### src/rtl/quad_step_decoder.sv
// Quadrature front-end: 2-flop sync + per-channel glitch filter + Gray-code step/direction decode.
// Latency: input change sampled at edge k appears on phase/step/up_down at edge k+1+FILT_LEN.
// Backpressure: none; enable low suppresses step and freezes up_down while phase keeps tracking.
module quad_step_decoder #(
    parameter int FILT_LEN = 3
) (
    input  logic       clk,
    input  logic       rst,
    input  logic       a_in,
    input  logic       b_in,
    input  logic       enable,
    input  logic       err_clr,
    output logic       step,
    output logic       up_down,
    output logic       err,
    output logic [1:0] phase
);

    typedef enum logic {SETTLE, TRACK} state_t;

    localparam logic [3:0] FC_MAX      = 4'(FILT_LEN - 1);
    localparam logic [4:0] SETTLE_LAST = 5'(FILT_LEN + 2);

    state_t     state, state_nxt;
    logic [4:0] settle_cnt, settle_cnt_nxt;
    logic       a_s1, a_s2, b_s1, b_s2;
    logic       a_f, b_f, a_f_nxt, b_f_nxt;
    logic [3:0] a_fc, b_fc, a_fc_nxt, b_fc_nxt;
    logic       step_nxt, up_down_nxt, err_nxt;
    logic [1:0] phase_nxt, phase_up;

    // Returns {f, fc} for the next cycle of one channel's filter.
    function automatic logic [4:0] filt_next(input logic s, input logic f, input logic [3:0] fc);
        logic [4:0] r;
        if (s == f)
            r = {f, 4'd0};
        else if (fc == FC_MAX)
            r = {s, 4'd0};
        else
            r = {f, fc + 4'd1};
        return r;
    endfunction

    assign phase     = {a_f, b_f};
    assign phase_nxt = {a_f_nxt, b_f_nxt};
    // Successor of the current phase along 00->10->11->01->00.
    assign phase_up  = {~b_f, a_f};

    always_comb begin
        state_nxt              = state;
        settle_cnt_nxt         = settle_cnt;
        {a_f_nxt, a_fc_nxt}    = filt_next(a_s2, a_f, a_fc);
        {b_f_nxt, b_fc_nxt}    = filt_next(b_s2, b_f, b_fc);
        step_nxt               = 1'b0;
        up_down_nxt            = up_down;
        err_nxt                = err & ~err_clr;
        case (state)
            SETTLE: begin
                a_f_nxt        = a_s2;
                b_f_nxt        = b_s2;
                a_fc_nxt       = 4'd0;
                b_fc_nxt       = 4'd0;
                settle_cnt_nxt = settle_cnt + 5'd1;
                if (settle_cnt == SETTLE_LAST)
                    state_nxt = TRACK;
            end
            TRACK: begin
                if ((phase ^ phase_nxt) == 2'b11) begin
                    err_nxt = 1'b1;
                end else if ((phase != phase_nxt) && enable) begin
                    step_nxt    = 1'b1;
                    up_down_nxt = (phase_nxt == phase_up);
                end
            end
            default: state_nxt = SETTLE;
        endcase
    end

    always_ff @(posedge clk or negedge rst) begin
        if (!rst) begin
            state      <= SETTLE;
            settle_cnt <= 5'd0;
            a_s1       <= 1'b0;
            a_s2       <= 1'b0;
            b_s1       <= 1'b0;
            b_s2       <= 1'b0;
            a_f        <= 1'b0;
            b_f        <= 1'b0;
            a_fc       <= 4'd0;
            b_fc       <= 4'd0;
            step       <= 1'b0;
            up_down    <= 1'b1;
            err        <= 1'b0;
        end else begin
            state      <= state_nxt;
            settle_cnt <= settle_cnt_nxt;
            a_s1       <= a_in;
            a_s2       <= a_s1;
            b_s1       <= b_in;
            b_s2       <= b_s1;
            a_f        <= a_f_nxt;
            b_f        <= b_f_nxt;
            a_fc       <= a_fc_nxt;
            b_fc       <= b_fc_nxt;
            step       <= step_nxt;
            up_down    <= up_down_nxt;
            err        <= err_nxt;
        end
    end

endmodule

### config.mk
export PLATFORM = sky130hd
export DESIGN_NAME = quad_step_decoder
export DESIGN_NICKNAME = d
export VERILOG_FILES = /design/src/rtl/quad_step_decoder.sv
export SDC_FILE = /design/constraint.sdc
export NUM_CORES = 1
export LEC_CHECK = 0
export CORE_MARGIN = 8
export CORE_UTILIZATION = 30
export CTS_CLUSTER_DIAMETER = 30
export CTS_CLUSTER_SIZE = 16
export DETAILED_ROUTE_END_ITERATION = 8
export PLACE_DENSITY = 0.47
export SETUP_SLACK_MARGIN = 0.2
export SKIP_CTS_REPAIR_TIMING = 1
export SYNTH_ARGS = -nofsm -noshare
export SYNTH_HDL_FRONTEND = slang
export SYNTH_SLANG_ARGS = --single-unit
### constraint.sdc
create_clock -name clk -period 1.64 [get_ports clk]
set_input_delay 0.492 -clock clk [delete_from_list [all_inputs] [get_ports clk]]
set_output_delay 0.492 -clock clk [all_outputs]
set_load 0.05 [all_outputs]
# After elaboration in Yosys (flattened, before gate mapping)
# Index checks and enable logic that the tools add are counted.
# Widths: inputs -> output; s select.
# classes
mux	15
eq_ne	8
add_sub_neg	3
n_reduce_logical	2
bitwise	5
# op_table
cell	count
$mux 5	4
$mux 1	9
$add 4x1->4 const B	2
$eq 4x2->1 const B	2
$mux 4	2
$add 5x1->5 const B	1
$eq 5x3->1 const B	1
$not 1->1	3
$reduce_and 3->1	1
$eq 1x1->1	2
$eq 2x2->1	1
$eq 2x2->1 const B	1
$ne 2x2->1	1
$xor 2x2->2	1
$and 1x1->1	1
$logic_and 1x1->1	1
# totals
inputBits	6
out_inout_bits	5
reg_bits	23

# Longest topological paths before layout
# depth
word_depth	9
mapped_depth	7
mapped_depth_nobuf	7

# Least setup slack after synthesis
# No wires, ideal clock.
# synth_timing
path_kind	flip-flop to flip-flop
startpoint	reg a_fc[0]
endpoint	reg up_down
path_buffers	0
arrival_ps	1710
setup_slack_ps	-167
setup_time_ps	97
path_stages_with_launch	8
required_time_ps	1543
path_cell_list	dfrtp_1 -> inv_1 -> ha_1 -> or3b_4 -> nand2_2 -> mux2_4 -> xnor2_1 -> o41ai_2
# synth_via
elab_chain_cells	8
# synth_rtl
element	line	rtl
start, declared	28	logic [3:0] a_fc, b_fc, a_fc_nxt, b_fc_nxt;
start signal, assigned	103	a_fc <= a_fc_nxt;
$eq 4x2->1 *	37	else if (fc == FC_MAX)
$mux 5 *	37	
$mux 5 *	35	if (s == f)
$mux 1 *	57	case (state)
via a_f_nxt	27	logic a_f, b_f, a_f_nxt, b_f_nxt;
$xor 2x2->2	68	if ((phase ^ phase_nxt) == 2'b11) begin
$eq 2x2->1	68	
$not 1->1 (no line)	-	
$reduce_and 3->1 (no line)	-	
end signal, assigned	106	up_down <= up_down_nxt;
end, declared	14	output logic up_down,
# The timed path passes the listed nets; every way through them passes the cells marked *.
# A chain may end at the register's enable or synchronous reset.

# Final worst setup path
# layout_timing
startpoint	reg b_fc[0]
endpoint	reg up_down
# layout_via
elab_chain_cells	8
# layout_rtl
element	line	rtl
start, declared	28	
start signal, assigned	104	b_fc <= b_fc_nxt;
$eq 4x2->1 *	37	
$mux 5 *	37	
$mux 5 *	35	
$mux 1 *	57	
via b_f_nxt	27	
$xor 2x2->2	68	
$eq 2x2->1	68	
$not 1->1 (no line)	-	
$reduce_and 3->1 (no line)	-	
# Marked as above.

==> results.toml <==
[placement]
io_buffers = 10
dpl.hpwl_mm = 1.20
placed_area_um2 = 1310
place.gp.congestion = 0.687
placed_cells = 150

[global_routing]
grt_pass1_wl_mm = 2.85
grt_pass1_vias = 616
grt.total_usage = 0.0687
grt_antenna_before_repair = 0
grt_overflow_total = 0
grt_max_degree = 24

[finish]
regArea_um2 = 578
fillCellCount = 335
nets = 125
drive_above_1_share = 0.366
top_regs = "settle_cnt (5), a_fc (4), b_fc (4)"
top_register = "settle_cnt"
fin_area_um2 = 1400
area_growth_syn_to_layout_pct = 36.8
multiInputGateArea_um2 = 428
instances_no_fill = 158
largest_reg_flops = 5
antenna_cells = 0

[yosys]
post-synth-top-count-cell = "dfrtp_1"
synthTopCellsByCount = "dfrtp_1, nor2_1, xnor2_1, ha_1, nand3_1"
avgSynthCellArea_um2 = 12.3
synth_flop_cell = "dfrtp_1"
yosysTopAreaCell = "dfrtp_1"
yosysWarnings = 0
synth-edff-count = 0
synth_area_leaders = "dfrtp_1, ha_1, xnor2_1"
ys_ff_latch = 23
ys_seq_area_frac = 0.566
async_reset_ff_frac = 1.00
synthesis.nets = 95
syn_inst = 83
synth_cell_types = 24
synth_top_area_frac = 0.540
synth_area_um2 = 1020

[power_and_ir_drop]
power.density_nw_per_um2 = 1420
combPwrFrac = 0.493
pwr-share-seq = 0.374
vdd_drop_max_mv = 0.554
intPower_mw = 1.29
pwr-share-clk = 0.134
p_sw_uw = 691
swShare = 0.348
p_leak_nw = 0.669

[die]
start_util = 0.308
core_area_um2 = 3310
ioPinCount = 11
die_w_um = 74.3
rows = 21
die_h_um = 74.3
dieArea_um2 = 5520

[clock_tree]
cts_root_buffer = "clkbuf_4"
cts_tree = "built"
clock-sinks = 23
clock_latency_ns = 0.31
h-tree-depth = 1
cts_buffers = 3
clkTransAtPathRegs_ns = 0.13
clockBufferDepth = 2

[hold_path]
hp-class = "flop to flop"

[drt]
wire_per_inst_um = 11.0
avgViaCountPerCell = 4.22
vias = 666
drtIter0Drc = 37
drt_wl_total_mm = 1.74
final_antenna_net_count = 0
drc = 0
dr.pass1.iters = 4

[sta]
rsz0062_at_grt = "yes"
period_share = 1.12
min_period_ns = 1.84
worst_pin_slew_ns = 0.322
finalClockSkew_ns = 0.00355
drv_slew = 0
final_hold_viol_count = 0
slew_headroom = 0.786
setup_viol_count_final = 2
fin_ws_ns = -0.202
max_freq_mhz = 543

[setup_path]
crit_chain = "inv_1, ha_1, or3b_4, nand2_2, mux2_4, xor2_1, o41ai_2"
critical-path-max-stage-delay_ns = 0.40
critical_path.top_delay_family = "simple AND/OR/NAND/NOR gates"
slowest_stage = "dfrtp_1"
critical_path.startpoint_type = "flop"
path_class = "flop to flop"
worstSetupEndpointType = "flop"
worst-path-buf-inv = 1
worstPathMaxFanout = 2
cp.arrival_ns = 2.07
worst_ep_required_time_ns = 1.87

[run]
drv_cap = 0

[status]
violations = "setup timing"
status = "complete, but fails checks"
power by group through the flow:
stage	combinational [mW]	sequential (mW)	clock, mW
after floorplan	0.456	0.801	0
after global placement	0.853	0.753	0
final	0.977	0.741	0.265
after detailed placement	0.863	0.754	0
after CTS	0.865	0.741	0.285
after global routing	1.06	0.755	0.308
metrics by stage:
step / hold WS, ns / power [mW] / setup WS (ns) / setup TNS [ns] / utilization
2_1_floorplan: 0.196 / 1.26 / -0.157 / -0.157 / -
3_3_place_gp: 0.337 / 1.61 / -0.159 / -0.159 / 0.397
3_5_place_dp: 0.346 / 1.62 / -0.172 / -0.172 / 0.397
4_1_cts: 0.376 / 1.89 / -0.202 / -0.217 / 0.405
5_1_grt: 0.387 / 2.12 / -0.272 / -0.416 / 0.421
6_report: 0.369 / 1.98 / -0.202 / -0.221 / 0.421
cells in the final DEF, fill, tap and decap left out, types with 2 or more instances in the layout:
cell             count
buf_12               5
buf_4               17
clkbuf_4             3
clkdlybuf4s50_1      5
dfrtp_1             21
ha_1                 5
inv_1                4
mux2_4               2
nand2_1              2
nand2_2              2
nand3_1              6
nor2_1              10
or3b_4               2
xnor2_1              7
xor2_1               5
worst register-to-register path: stages (launching register included):
cell,delay [ns]
dfrtp_1,0.40
inv_1,0.06
ha_1,0.12
or3b_4,0.38
nand2_2,0.09
mux2_4,0.31
xor2_1,0.15
o41ai_2,0.26
per-layer routing:
metal,up-vias,part of all wire,global-route usage
li1,329,-,-
met1,324,0.46,0.0829
met2,11,0.47,0.104
met3,2,0.060,0.0310
met4,0,0.011,0.0261
met5,-,0,0
cells by family after synthesis:
logic type | after synthesis | share of synthesized area
buf+inv | 7 | 0.0331
xor+xnor | 13 | 0.112
flops | 23 | 0.566
compound gates | 4 | 0.0405
simple gates | 27 | 0.140
fa+ha+maj | 6 | 0.0736
mux | 3 | 0.0356
path summary, 6_finish.rpt:
check	cells after the start	slack (ns)	end	start
worst max-delay path	7	-0.20	up_down	b_fc[0]
worst min-delay path	0	0.37	b_s2	b_s1
worst max register to register	7	-0.20	up_down	b_fc[0]
worst min register to register	0	0.37	b_s2	b_s1
max in group asynchronous	2	0.84	up_down	rst
min in group asynchronous	2	0.52	a_fc[2]	rst
cell type report:
cell class                 instances  share of cell area
clock inverter                     1             0.00359
timing repair buffer              28               0.207
sequential                        23               0.414
multi-input combinational         53               0.307
clock buffer                       3              0.0161
inverter                           4              0.0108
tap                               46              0.0413
No activity file was read; power rests on OpenSTA's default activity.
